==> config.mk <==
export PLATFORM = sky130hd
export DESIGN_NAME = fighter_command_fsm
export DESIGN_NICKNAME = d
export VERILOG_FILES = /design/src/rtl/fighter_command_fsm.sv
export SDC_FILE = /design/constraint.sdc
export NUM_CORES = 1
export LEC_CHECK = 0
export CORE_MARGIN = 3
export CORE_UTILIZATION = 51
export DETAILED_ROUTE_END_ITERATION = 16
export PLACE_DENSITY = 0.76
export SYNTH_ARGS = -nofsm -noshare
export SYNTH_HDL_FRONTEND = slang
export SYNTH_SLANG_ARGS = --single-unit
==> constraint.sdc <==
create_clock -name clk -period 2.1 [get_ports clk]
set_input_delay 0.21 -clock clk [delete_from_list [all_inputs] [get_ports clk]]
set_output_delay 0.21 -clock clk [all_outputs]
set_load 0.01 [all_outputs]
==> src/rtl/fighter_command_fsm.sv <==
// fighter_command_fsm
// Per-player action state machine. Once per video frame it turns the
// controller command word into fighter behaviour: horizontal position,
// pose, a one-clock attack pulse and a parry window. Timed actions and
// their cooldowns are counted in frames.
//
// Ports:
//   clk          system clock
//   reset_n      asynchronous, active-low reset
//   frame_tick   one-clk pulse per video frame; state advances only then
//   cmd[6:0]     {parry, attack, down, up, right, left, center}
//   x_pos[9:0]   fighter x position
//   pose[2:0]    0 IDLE, 1 WALK, 2 JUMP, 3 CROUCH, 4 ATTACK, 5 PARRY
//   facing_left  last horizontal direction moved
//   attack_hit   one-clk pulse coincident with the first ATTACK cycle
//   parry_active high while pose is PARRY
//   busy         high in JUMP, ATTACK or PARRY
module fighter_command_fsm #(
  parameter int X_MIN           = 0,
  parameter int X_MAX           = 600,
  parameter int X_START         = 100,
  parameter int STEP            = 4,
  parameter int JUMP_FRAMES     = 24,
  parameter int ATTACK_FRAMES   = 12,
  parameter int ATTACK_COOLDOWN = 20,
  parameter int PARRY_FRAMES    = 8,
  parameter int PARRY_COOLDOWN  = 30
) (
  input  logic       clk,
  input  logic       reset_n,
  input  logic       frame_tick,
  input  logic [6:0] cmd,
  output logic [9:0] x_pos,
  output logic [2:0] pose,
  output logic       facing_left,
  output logic       attack_hit,
  output logic       parry_active,
  output logic       busy
);

  localparam logic [2:0] S_IDLE   = 3'd0;
  localparam logic [2:0] S_WALK   = 3'd1;
  localparam logic [2:0] S_JUMP   = 3'd2;
  localparam logic [2:0] S_CROUCH = 3'd3;
  localparam logic [2:0] S_ATTACK = 3'd4;
  localparam logic [2:0] S_PARRY  = 3'd5;

  localparam logic [10:0] X_MIN_W   = 11'(X_MIN);
  localparam logic [10:0] X_MAX_W   = 11'(X_MAX);
  localparam logic [10:0] STEP_W    = 11'(STEP);
  localparam logic [9:0]  X_MIN_X   = 10'(X_MIN);
  localparam logic [9:0]  X_MAX_X   = 10'(X_MAX);
  localparam logic [9:0]  STEP_X    = 10'(STEP);
  localparam logic [9:0]  X_START_X = 10'(X_START);
  localparam logic [5:0]  JUMP_T    = 6'(JUMP_FRAMES);
  localparam logic [5:0]  ATTACK_T  = 6'(ATTACK_FRAMES);
  localparam logic [5:0]  ATTACK_CD = 6'(ATTACK_COOLDOWN);
  localparam logic [5:0]  PARRY_T   = 6'(PARRY_FRAMES);
  localparam logic [5:0]  PARRY_CD  = 6'(PARRY_COOLDOWN);

  logic [2:0] state, state_n;
  logic [5:0] timer, timer_n;
  logic [5:0] attack_cd, attack_cd_n;
  logic [5:0] parry_cd, parry_cd_n;
  logic [9:0] x_n, x_left, x_right;
  logic       facing_n, hit_n;
  logic       go_left, go_right, go_up, go_down;
  logic       attack_ready, parry_ready;
  logic       unused_center;

  // The center button has no action for this fighter.
  assign unused_center = cmd[0];

  // Only the highest-priority direction is honoured: left > right > up > down.
  assign go_left  = cmd[1];
  assign go_right = !cmd[1] && cmd[2];
  assign go_up    = !cmd[1] && !cmd[2] && cmd[3];
  assign go_down  = !cmd[1] && !cmd[2] && !cmd[3] && cmd[4];

  // Comparisons use an 11-bit view so neither edge can wrap around.
  assign x_left  = ({1'b0, x_pos} < X_MIN_W + STEP_W) ? X_MIN_X : x_pos - STEP_X;
  assign x_right = ({1'b0, x_pos} + STEP_W > X_MAX_W) ? X_MAX_X : x_pos + STEP_X;

  // The cooldown counter is decremented on the same tick it is tested, so a
  // value of 1 means the cooldown expires on this very tick. This makes a
  // cooldown of N frames accept the action exactly N ticks after exit, and a
  // cooldown of 0 accept it on the tick right after exit.
  assign attack_ready = (attack_cd < 6'd2);
  assign parry_ready  = (parry_cd < 6'd2);

  assign pose         = state;
  assign parry_active = (state == S_PARRY);
  assign busy         = (state == S_JUMP) || (state == S_ATTACK) || (state == S_PARRY);

  // Next-state evaluation for one frame tick. Free states (IDLE, WALK,
  // CROUCH) run the action priority list; timed states count down and
  // return to IDLE when their timer reaches 1.
  always_comb begin
    state_n     = state;
    timer_n     = timer;
    x_n         = x_pos;
    facing_n    = facing_left;
    hit_n       = 1'b0;
    attack_cd_n = (state != S_ATTACK && attack_cd != 6'd0) ? attack_cd - 6'd1 : attack_cd;
    parry_cd_n  = (state != S_PARRY && parry_cd != 6'd0) ? parry_cd - 6'd1 : parry_cd;
    case (state)
      S_IDLE, S_WALK, S_CROUCH: begin
        if (cmd[6] && parry_ready) begin
          state_n = S_PARRY;
          timer_n = PARRY_T;
        end else if (cmd[5] && attack_ready) begin
          state_n = S_ATTACK;
          timer_n = ATTACK_T;
          hit_n   = 1'b1;
        end else if (go_up) begin
          state_n = S_JUMP;
          timer_n = JUMP_T;
        end else if (go_down) begin
          state_n = S_CROUCH;
        end else if (go_left) begin
          state_n  = S_WALK;
          x_n      = x_left;
          facing_n = 1'b1;
        end else if (go_right) begin
          state_n  = S_WALK;
          x_n      = x_right;
          facing_n = 1'b0;
        end else begin
          state_n = S_IDLE;
        end
      end
      S_JUMP: begin
        // Air control: horizontal input still steers, everything else ignored.
        if (go_left) begin
          x_n      = x_left;
          facing_n = 1'b1;
        end else if (go_right) begin
          x_n      = x_right;
          facing_n = 1'b0;
        end
        timer_n = timer - 6'd1;
        if (timer == 6'd1) state_n = S_IDLE;
      end
      S_ATTACK: begin
        timer_n = timer - 6'd1;
        if (timer == 6'd1) begin
          state_n     = S_IDLE;
          attack_cd_n = ATTACK_CD;
        end
      end
      S_PARRY: begin
        timer_n = timer - 6'd1;
        if (timer == 6'd1) begin
          state_n    = S_IDLE;
          parry_cd_n = PARRY_CD;
        end
      end
      default: begin
        state_n = S_IDLE;
        timer_n = 6'd0;
      end
    endcase
  end

  // attack_hit clears on every clock so it can never outlive one cycle;
  // all other state only moves on a frame tick.
  always_ff @(posedge clk or negedge reset_n) begin
    if (!reset_n) begin
      state       <= S_IDLE;
      timer       <= 6'd0;
      attack_cd   <= 6'd0;
      parry_cd    <= 6'd0;
      x_pos       <= X_START_X;
      facing_left <= 1'b0;
      attack_hit  <= 1'b0;
    end else begin
      attack_hit <= frame_tick && hit_n;
      if (frame_tick) begin
        state       <= state_n;
        timer       <= timer_n;
        attack_cd   <= attack_cd_n;
        parry_cd    <= parry_cd_n;
        x_pos       <= x_n;
        facing_left <= facing_n;
      end
    end
  end

endmodule
; ---- Word level (Yosys, flattened, before mapping)
; Index checks and enable logic that the tools add are counted.
[classes]
eq_ne = 14
n_lt_le_gt_ge = 4
reduce_logical = 24
add_sub_neg = 6
muxes = 37
[ops]
columns = op, n
row1 = $mux W10, 8
row2 = $mux W6, 9
row3 = $pmux W10 S2, 1
row4 = $sub A6 B1 Y6 const B, 3
row5 = $lt A6 B2 Y1 const B, 2
row6 = $pmux W6 S2, 1
row7 = $reduce_bool A6 Y1, 2
row8 = $add A10 B3 Y11 const B, 1
row9 = $gt A11 B10 Y1 const B, 1
row10 = $mux W1, 11
row11 = $add A10 B3 Y10 const B, 1
row12 = $logic_and A1 B1 Y1, 10
row13 = $lt A10 B3 Y1 const B, 1
row14 = $sub A10 B3 Y10 const B, 1
row15 = $mux W3, 3
row16 = $ne A2 B2 Y1 const B, 4
row17 = $eq A3 B2 Y1 const B, 2
row18 = $eq A3 B3 Y1 const B, 2
row19 = $eq A6 B1 Y1 const B, 1
row20 = $ne A3 B3 Y1 const B, 2
row21 = $pmux W3 S2, 1
row22 = $reduce_and A6 Y1, 1
row23 = $reduce_or A3 Y1, 2
row24 = $mux W2, 2
row25 = other kinds (9), 13
[word_totals]
word_cells = 92
reg_bits = 33
output_inout_bits = 17
input_bits = 10

; ---- Depth between registers and ports, before layout
; Gate-level depths: netlist of the first run.
[logic_depth]
depth_word = 10
depth_mapped = 8
ltp_nobuf = 8

; ---- Worst setup path after synthesis of the first run
; Ideal clock, no wire load.
[synth_path]
path_type = register to register
startpoint = register x_pos[2]
endpoint = register x_pos[3]
synth_period_minus_slack_ps = 2025
t_arrival_ps = 1900
n_path_buf = 0
path_stages_with_launch = 9
required_ps = 1975
setup_time_ps = 125
slack_ps = 75
cell_sequence = dfstp_2 inv_1 ha_1 and3b_1 o21ai_0 a31oi_1 o31ai_2 nand2_2 a2bb2oi_1
[synth_via]
elab_chain_cells = 10
elab_cells_between_ends = 14
cone_classes = 3 x add/sub / 2 x order compare / 9 x mux
[synth_lines]
columns = item, line_no
row1 = from (decl), 33  ; output logic [9:0] x_pos,
row2 = from (signal assigned), 183  ; x_pos <= x_n;
row3 = $add A10 B3 Y11, 82  ; assign x_right = ({1'b0, x_pos} + STEP_W > X_MAX_W) ? X_MAX_X : x_pos + STEP_X;
row4 = $gt A11 B10 Y1, 82
row5 = $mux W10, 82
row6 = $mux W10, "124, 137"
row7 = $mux W10 *, 134  ; if (go_left) begin
row8 = $mux W10, 118  ; end else if (go_down) begin
row9 = $mux W10, 115  ; end else if (go_up) begin
row10 = $mux W10, 111  ; end else if (cmd[5] && attack_ready) begin
row11 = $mux W10, 108  ; if (cmd[6] && parry_ready) begin
row12 = $pmux W10 S2 *, 106  ; case (state)
; Every way passes the cells marked *; elsewhere a longest branch is shown, timed or not. The select of a mux whose other input is x is not followed.
; A chain may end at the register's enable or synchronous reset.

; ---- Worst setup path after layout of the first run
; Same ends and word-level chain as after synthesis.

==> flow_summary.yaml, run 1 <==
setup_path:
  cp.required_ns: 2.25
  worstPathMaxFanout: 8
  start_kind: "flop"
  slowest_stage: "dfstp_2"
  arrival_ns: 2.19
  path_class: "reg -> reg"
  endpoint_kind: "flop"
  path_cells: "buf_4 -> and2_1 -> nand4_1 -> xnor2_1 -> o31ai_2 -> nand2_2 -> a2bb2oi_1"
  slowest_delay_ns: 0.54
drt:
  route.antenna.remaining_nets: 0
  drt_first_iter_violations: 223
  route.met2.wl_um: 2582
  wl_per_cell_um: 14.81
  met3_length_um: 265
  drc: 0
  dr.pass1.iters: 5
  via_count: 2218
  routed.top_layer: "met4"
  routed_via_density: 6.044
  wirelength_um: 5436
  wl_met1_um: 2512
power_and_ir_drop:
  p_comb_frac: 0.571
  p_sw_mw: 1.750
  p_leak_nw: 1.239
  power_density_mw_per_mm2: 1447
  vdd_drop_max_mv: 0.8306
  internal_power_mw: 2.391
  switching_share: 0.4226
  seqPwrFrac: 0.284
  power.share.clock: 0.145
worst_hold_path:
  hp-class: "in -> async"
floorplanning:
  core_sq_mm: 0.004202
  die_area_sq_mm: 0.005423
  io_pins: 27
  rows: 23
  die_y_um: 73.64
  initial_core_util: 0.5554
  die_x_um: 73.64
clock_network:
  clk_path_buf_depth: 2
  clockRootBuffer: "clkbuf_8"
  clkSinkCount: 31
  clk_latency_ns: 0.28
  cts-buffers-inserted: 5
  htree_num_levels: 2
  clkTransAtPathRegs_ns: 0.07
  cts_tree: "done"
sta:
  hold_ws_ns: 0.3096
  finalCritPeriodShare: 0.9681
  final.setup_skew_ns: 0.007628
  rsz0062_at_grt: "no"
  max_freq_ghz: 0.4919
  finalSetupTns_ns: 0
  hold_viol_final: 0
  report.final.slew_viol_count: 0
  min_period_ns: 2.033
  setup_violations: 0
place:
  place_inst: 359
  port_buffers: 23
  place.gp.congestion: 0.9981
  post-dp-hpwl_um: 3978
  placed_area_sq_mm: 0.002716
grt:
  antenna_found_initial: 0
  grt.total_usage: 0.2164
  grt_max_degree: 32
  grt_first_pass_wirelength_um: 9363
  grt_pass1_vias: 2036
  grt-ovfl-total: 0
logic_synthesis:
  ys.flop_type: "dfrtp_1"
  synthArstFlopShare: 1.000
  synth_edf_count: 0
  yosysWarnings: 0
  ys_types: 64
  synth_area_leader_cell: "dfrtp_1"
  synth_top_area_frac: 0.3003
  syn_area_sq_mm: 0.002333
  avgSynthCellArea_sq_um: 8.455
  synth_cells: 276
  seq_area_frac_synth: 0.3340
  ys_top_cells_by_area: "dfrtp_1 (30%), o21ai_0 (4.7%), ha_1 (4.3%)"
  synth_seq_cells: 31
run:
  max_cap_viol_count: 0
final_layout:
  final_cells: 367
  n_antenna_cell: 0
  layout-drive-gt1-share: 0.1767
  fin_area_sq_mm: 0.002861
  fill_cells: 338
  syn_to_final_growth_pct: 22.63
  num-nets-final: 334
outcome:
  outcome: "completed"
==> logic make-up after synthesis <==
family                     Yosys count  share of synthesized area
other                                1                   0.001607
buffers and inverters               30                    0.06112
AOI/OAI and AO/OA                   85                     0.2499
adders and majority gates            8                    0.04290
DFF                                 31                     0.3340
and+or+nand+nor                    110                     0.2681
xor gates and xnor gates             9                    0.03378
muxes                                2                   0.008579
==> synthesized netlist by cell type (all sizes together) (5+ instances only) <==
cell and instances:
a31oi 12, dfrtp 28, buf 8, xor2 5, inv 16, o21ai 26
nand2 27, nand3 11, a21oi 15, ha 8, nor2 18, clkbuf 5
nand2b 8, nor3 14
==> through the flow <==
step	util	setup WS (ns)	power (mW)
floorplan	-	0.07547	2.674
global placement	0.6465	0.05601	3.418
detailed placement	0.6465	-0.001666	3.470
CTS	0.6784	0.001275	4.133
global route	0.6811	0.0007547	4.506
finish	0.6811	0.06699	4.140
==> placed cells by master, fill, tap and decap left out, types with 5 or more instances in the layout <==
| cell | n |
|---|---|
| dfrtp_1 | 26 |
| nand3_1 | 10 |
| xor2_1 | 5 |
| clkdlybuf4s50_1 | 22 |
| buf_4 | 22 |
| clkbuf_8 | 6 |
| ha_1 | 6 |
| nand2_1 | 26 |
| nor2_1 | 18 |
| nor3_1 | 11 |
| a21oi_1 | 14 |
| nand2b_1 | 6 |
| inv_1 | 16 |
| o21ai_0 | 21 |
| a31oi_1 | 11 |
==> worst max-delay path: cells and delay by family (launching register included) <==
| kind | cells | cell delay, ns |
|---|---|---|
| DFF | 1 | 0.54 |
| and+or+nand+nor | 3 | 0.51 |
| AOI/OAI and AO/OA | 2 | 0.50 |
| xor gates and xnor gates | 1 | 0.20 |
| buffers and inverters | 1 | 0.15 |
==> metal layers <==
| layer | vias up | global-route usage |
|---|---|---|
| met1 | 1049 | 0.3021 |
| met5 | - | 0 |
| met3 | 11 | 0.03967 |
| met2 | 71 | 0.3445 |
| met4 | 0 | 0.05634 |
| li1 | 1087 | - |
==> area by class of cell <==
class	count	area (sq um)	area share
Clock inverter	2	35.03	0.01224
Timing Repair Buffer	45	397.9	0.1390
Sequential cell	31	782.0	0.2733
Inverter	17	63.81	0.02230
Clock buffer	6	82.58	0.02886
Multi-Input combinational cell	216	1438	0.5024
Tap cell	50	62.56	0.02186
==> path summary, 6_finish.rpt <==
path | end | cells after the start | startpoint | slack (ns)
worst max-delay path | x_pos[3]$_DFFE_PN0P_ | 7 | x_pos[2]$_DFFE_PN1P_ | 0.07
worst min-delay path | attack_cd[5]$_DFFE_PN0P_ | 2 | reset_n | 0.31
worst max register to register | x_pos[3]$_DFFE_PN0P_ | 7 | x_pos[2]$_DFFE_PN1P_ | 0.07
worst min register to register | parry_cd[4]$_DFFE_PN0P_ | 1 | parry_cd[4]$_DFFE_PN0P_ | 0.51
max in group asynchronous | x_pos[2]$_DFFE_PN1P_ | 2 | reset_n | 1.45
min in group clk | parry_cd[4]$_DFFE_PN0P_ | 1 | parry_cd[4]$_DFFE_PN0P_ | 0.51
==> power by group through the flow <==
stage	registers, mW	clock network (mW)	logic (mW)
3_3_place_gp	1.17	0	2.25
4_1_cts	1.18	0.617	2.34
2_1_floorplan	1.18	0	1.50
5_1_grt	1.23	0.651	2.63
6_report	1.18	0.600	2.36
3_5_place_dp	1.18	0	2.29
==> flip-flops by register name (all words and copies together) (netlist names) <==
register     flops
attack_cd        6
attack_hit       1
pose             3
x_pos            8
timer            6
facing_left      1
parry_cd         6
==> timing repair <==
action	in CTS	in global routing
setup endpoints to repair	3	5
pin swaps	1	1
gates resized for setup	3	5
setup buffers	0	0
endpoints found under the hold margin	0	0
hold buffers	0	0
Power figures use the tool's default switching activity.
==> run 2: changes to the inputs <==
- MAX_ROUTING_LAYER: not set -> met4
==> run 2 against run 1 <==
  * Setup slack better by 0.0093 ns
  * Critical path type unchanged
  * Final cell count rose by 0.27%
  * Critical path depth is the same
  * Largest power group unchanged
==> flow_summary.yaml, run 2 (synthesis results as in run 1) <==
outcome:
  outcome: "completed"
final_layout:
  fill_cells: 346
  layout-drive-gt1-share: 0.1824
  multiInputGateArea_sq_mm: 0.001441
  fin_area_sq_mm: 0.002841
  num-nets-final: 335
  syn_to_final_growth_pct: 21.77
  top_register: "x_pos"
  largest_reg_flops: 8
  final_util: 0.6763
  final_cell_mix: "dfrtp_1 (27), nand2_1 (26), buf_4 (23)"
  seqCellArea_sq_um: 780.7
  mostFrequentLayoutCell: "dfrtp_1"
  n_antenna_cell: 0
sta:
  finalCritPeriodShare: 0.9637
  min_period_ns: 2.024
  worst_pin_slew_ns: 0.5104
  setup_violations: 0
  final.setup_skew_ns: 0.01240
  hold_viol_final: 0
  report.final.slew_viol_count: 0
  max_freq_ghz: 0.4941
  max-slew-margin-rel: 0.6578
clock_network:
  clk_path_buf_depth: 2
  cts_tree: "done"
  postCtsHoldBufs: 0
  clkSinkCount: 31
  clk_latency_ns: 0.29
  clockRootBuffer: "clkbuf_8"
  clkTransAtPathRegs_ns: 0.07
  cts-buffers-inserted: 5
  htree_num_levels: 2
  postCtsSetupBuffers: 0
grt:
  antenna_found_initial: 0
  grt_first_pass_wirelength_um: 9646
  grt_pass1_vias: 2125
  grt.total_usage: 0.2331
  grt-ovfl-total: 0
  grt_max_degree: 32
drt:
  routed_via_density: 6.185
  drc: 0
  dr.pass1.iters: 5
  via_count: 2276
  drt_first_iter_violations: 243
  route.antenna.remaining_nets: 0
  wirelength_um: 5598
  wl_per_cell_um: 15.21
floorplanning:
  die_x_um: 73.64
  core_sq_mm: 0.004202
  rows: 23
  io_pins: 27
  die_y_um: 73.64
  initial_core_util: 0.5554
  die_area_sq_mm: 0.005423
setup_path:
  arrival_ns: 2.23
  start_kind: "flop"
  rrSetupSlack_ns: 0.08
  slowest_stage: "dfstp_2"
  endpoint_kind: "flop"
  cp.required_ns: 2.31
  worstPathMaxFanout: 6
  slowest_delay_ns: 0.55
  path_class: "reg -> reg"
  cpMostUsedCell: "o41ai_2"
  path_cells: "inv_1 -> ha_2 -> a21oi_1 -> a311oi_1 -> o41ai_2 -> o41ai_2 -> nand3_1"
power_and_ir_drop:
  power_density_mw_per_mm2: 1417
  vdd_drop_max_mv: 0.7679
  p_leak_nw: 1.222
run:
  max_cap_viol_count: 0
place:
  placed_area_sq_mm: 0.002724
  place.gp.congestion: 0.9929
  port_buffers: 23
  post-dp-hpwl_um: 4131
worst_hold_path:
  hp-class: "in -> async"
run 2: cell types whose count changed in the layout (fill, tap and decap cells not counted), sizes merged:
| cell | change |
|---|---|
| buf | +1 |
| bufinv | -1 |
| clkbuf | +1 |
| dlygate4sd2 | +1 |
| dlymetal6s2s | -1 |
run 2: power by group:
part	internal (mW)	switching [mW]	leakage (nW)
Clock	0.264	0.222	0.0482
Combinational	1.11	1.24	0.804
Sequential	0.883	0.313	0.370
run 2: routing by layer:
layer  vias up  global-route usage  wire length, um
met5         -                   -                0
met4         0              0.1046              208
met3        32             0.04104              305
met2        95              0.3632             2635
met1      1055              0.2948             2449
li1       1094                   -                -
run 2: area by class of cell:
type | count | area share
clock buffer | 7 | 0.03038
tap | 50 | 0.02202
inverter | 17 | 0.02246
timing repair buffer | 46 | 0.1413
sequential | 31 | 0.2748
clock inverter | 1 | 0.001761
multi-input combinational | 216 | 0.5073
run 2: repair_timing:
| item | in CTS | in global routing |
|---|---|---|
| setup endpoints to repair | 1 | 6 |
| endpoints found under the hold margin | 0 | 0 |
| gates resized for setup | 3 | 8 |
run 2: critical path: cells and delay by family, from the launching register on:
family / cells / cell delay, ns
and+or+nand+nor: 1 / 0.11
buffers and inverters: 1 / 0.06
DFF: 1 / 0.55
AOI/OAI and AO/OA: 4 / 0.86
adders and majority gates: 1 / 0.37
run 2: path summary, 6_finish.rpt:
| path | to | cells past startpoint | startpoint |
|---|---|---|---|
| max | x_pos[5]$_DFFE_PN1P_ | 7 | x_pos[2]$_DFFE_PN1P_ |
| min | attack_cd[5]$_DFFE_PN0P_ | 2 | reset_n |
| max reg2reg | x_pos[5]$_DFFE_PN1P_ | 7 | x_pos[2]$_DFFE_PN1P_ |
| min reg2reg | parry_cd[4]$_DFFE_PN0P_ | 1 | parry_cd[4]$_DFFE_PN0P_ |
| max in group asynchronous | x_pos[2]$_DFFE_PN1P_ | 2 | reset_n |
| min in group clk | parry_cd[4]$_DFFE_PN0P_ | 1 | parry_cd[4]$_DFFE_PN0P_ |
run 2: per-stage QoR:
stage | setup slack, ns | setup TNS, ns | power, mW | hold WS (ns) | std cells
floorplan | 0.07547 | 0 | 2.674 | -0.08559 | 277
global placement | 0.04828 | 0 | 3.409 | 0.4920 | 360
detailed placement | -0.02019 | -0.06235 | 3.469 | 0.4907 | 360
CTS | 0.04762 | 0 | 3.964 | 0.3256 | 368
global route | -0.01043 | -0.01607 | 4.371 | 0.3441 | 368
finish | 0.07625 | 0 | 4.025 | 0.3101 | 368
==> run 3: changes to the inputs <==
- CTS_CLUSTER_DIAMETER: not set -> 30
- clock period: 2.1 -> 1.8 ns (I/O delays scaled with it)
==> run 3 against run 2 <==
  * The run now ends with setup timing left
  * Wire length increased by 19%
  * Register-to-register slack lost 0.21 ns
  * Total power increased by 37%
  * Sequential share of layout area is 4.1 points lower
==> flow_summary.yaml, run 3 (synthesis results as in run 1) <==
outcome:
  outcome: "finished with violations"
  violations: "setup timing"
sta:
  hold_ws_ns: 0.2905
  rsz0062_at_grt: "yes"
  final.setup_skew_ns: 0.006118
  hold_viol_final: 0
  report.final.slew_viol_count: 0
  setup_violations: 6
  finalSetupTns_ns: -0.5626
  min_period_ns: 1.932
  finalCritPeriodShare: 1.073
  max_freq_ghz: 0.5177
  worst_slack_ns: -0.1316
final_layout:
  top_register: "x_pos"
  layout-drive-gt1-share: 0.3151
  syn_to_final_growth_pct: 43.00
  mostFrequentLayoutCell: "buf_4"
  n_antenna_cell: 0
  final_cells: 415
  fin_area_sq_mm: 0.003337
  largest_reg_flops: 8
  num-nets-final: 382
  final_cell_mix: "buf_4 (68), dfrtp_1 (28), nand2_1 (26)"
drt:
  met3_length_um: 296
  wl_met1_um: 2851
  dr.pass1.iters: 4
  wl_per_cell_um: 16.03
  route.met2.wl_um: 3346
  routed_via_density: 5.858
  routed.top_layer: "met4"
  drt_first_iter_violations: 295
  wirelength_um: 6653
  drc: 0
  route.antenna.remaining_nets: 0
  via_count: 2431
clock_network:
  clkSinkCount: 31
  clk_latency_ns: 0.29
  clkTransAtPathRegs_ns: 0.07
  cts_tree: "done"
  postCtsHoldBufs: 0
  clk_path_buf_depth: 2
  cts-buffers-inserted: 5
  htree_num_levels: 2
  clockRootBuffer: "clkbuf_8"
floorplanning:
  rows: 23
  initial_core_util: 0.5554
  die_y_um: 73.64
  io_pins: 27
  core_sq_mm: 0.004202
  die_x_um: 73.64
  die_area_sq_mm: 0.005423
setup_path:
  worstPathMaxFanout: 5
  arrival_ns: 2.10
  slowest_stage: "dfstp_2"
  worst_path_dominant_cell_family: "compound AO/OA/AOI/OAI gates"
  reg2reg_from: "x_pos[2]$_DFFE_PN1P_"
  rrSetupSlack_ns: -0.13
  path_cells: "inv_2 -> ha_4 -> and3b_1 -> o21ai_1 -> a31oi_1 -> o31ai_2 -> nand2_2 -> a2bb2oi_2"
  reg2reg_depth: 8
  start_kind: "flop"
  slowest_delay_ns: 0.60
  endpoint_kind: "flop"
  cp.required_ns: 1.97
  path_class: "reg -> reg"
  worst-path-buf-inv: 1
  r2r_end: "x_pos[3]$_DFFE_PN0P_"
grt:
  grt_first_pass_wirelength_um: 10640
  grt-ovfl-total: 0
  grt_max_degree: 32
  grt_pass1_vias: 2377
  antenna_found_initial: 0
  grt.total_usage: 0.2545
place:
  post-dp-hpwl_um: 4575
  placed_area_sq_mm: 0.003059
  place.gp.congestion: 0.9381
  place_inst: 401
  port_buffers: 23
power_and_ir_drop:
  p_leak_nw: 1.511
  vdd_drop_max_mv: 0.9465
  power_density_mw_per_mm2: 1653
  power_mw: 5.515
worst_hold_path:
  hp-class: "in -> async"
run:
  max_cap_viol_count: 0
[run 3: final cells by class]
class	instances	area (sq um)
Inverter	17	63.81
Tap cell	50	62.56
Fill cell	286	864.6
Clock inverter	1	5.005
Sequential cell	31	779.5
Clock buffer	7	86.33
Timing Repair Buffer	93	772.0
Multi-Input combinational cell	216	1568
[run 3: per-layer routing]
metal	track usage	vias to the layer above
li1	-	1186
met1	0.3228	1148
met2	0.4085	76
met3	0.04651	21
met4	0.08451	0
met5	-	-
[run 3: repair_timing]
action                                  CTS  global route
endpoints found under the hold margin     0             0
endpoints found under the setup margin   13            14
gates resized for setup                  14            15
pin swaps                                 3             6
setup buffers                             1             5
[run 3: how the worst max path moves through the flow]
stage,cells after the start,end,slack (ns),start
after global routing,7,x_pos[5]$_DFFE_PN1P_,-0.19,x_pos[2]$_DFFE_PN1P_
after floorplan,8,x_pos[3]$_DFFE_PN0P_,-0.06,x_pos[2]$_DFFE_PN1P_
final,8,x_pos[3]$_DFFE_PN0P_,-0.13,x_pos[2]$_DFFE_PN1P_
after global placement,6,x_pos[5]$_DFFE_PN1P_,-0.11,x_pos[6]$_DFFE_PN1P_
after CTS,8,x_pos[3]$_DFFE_PN0P_,-0.11,x_pos[2]$_DFFE_PN1P_
after detailed placement,6,x_pos[5]$_DFFE_PN1P_,-0.15,x_pos[6]$_DFFE_PN1P_
[run 3: per-stage QoR]
step / utilization / setup slack, ns
CTS: 0.7677 / -0.1136
detailed placement: 0.7281 / -0.1490
global placement: 0.7281 / -0.1073
global route: 0.7942 / -0.1884
finish: 0.7942 / -0.1316
floorplan: - / -0.06387
[run 3: power by group]
part | switching [mW] | internal [mW]
registers | 0.367 | 1.03
clock network | 0.262 | 0.308
logic | 1.76 | 1.79
total | 2.39 | 3.13
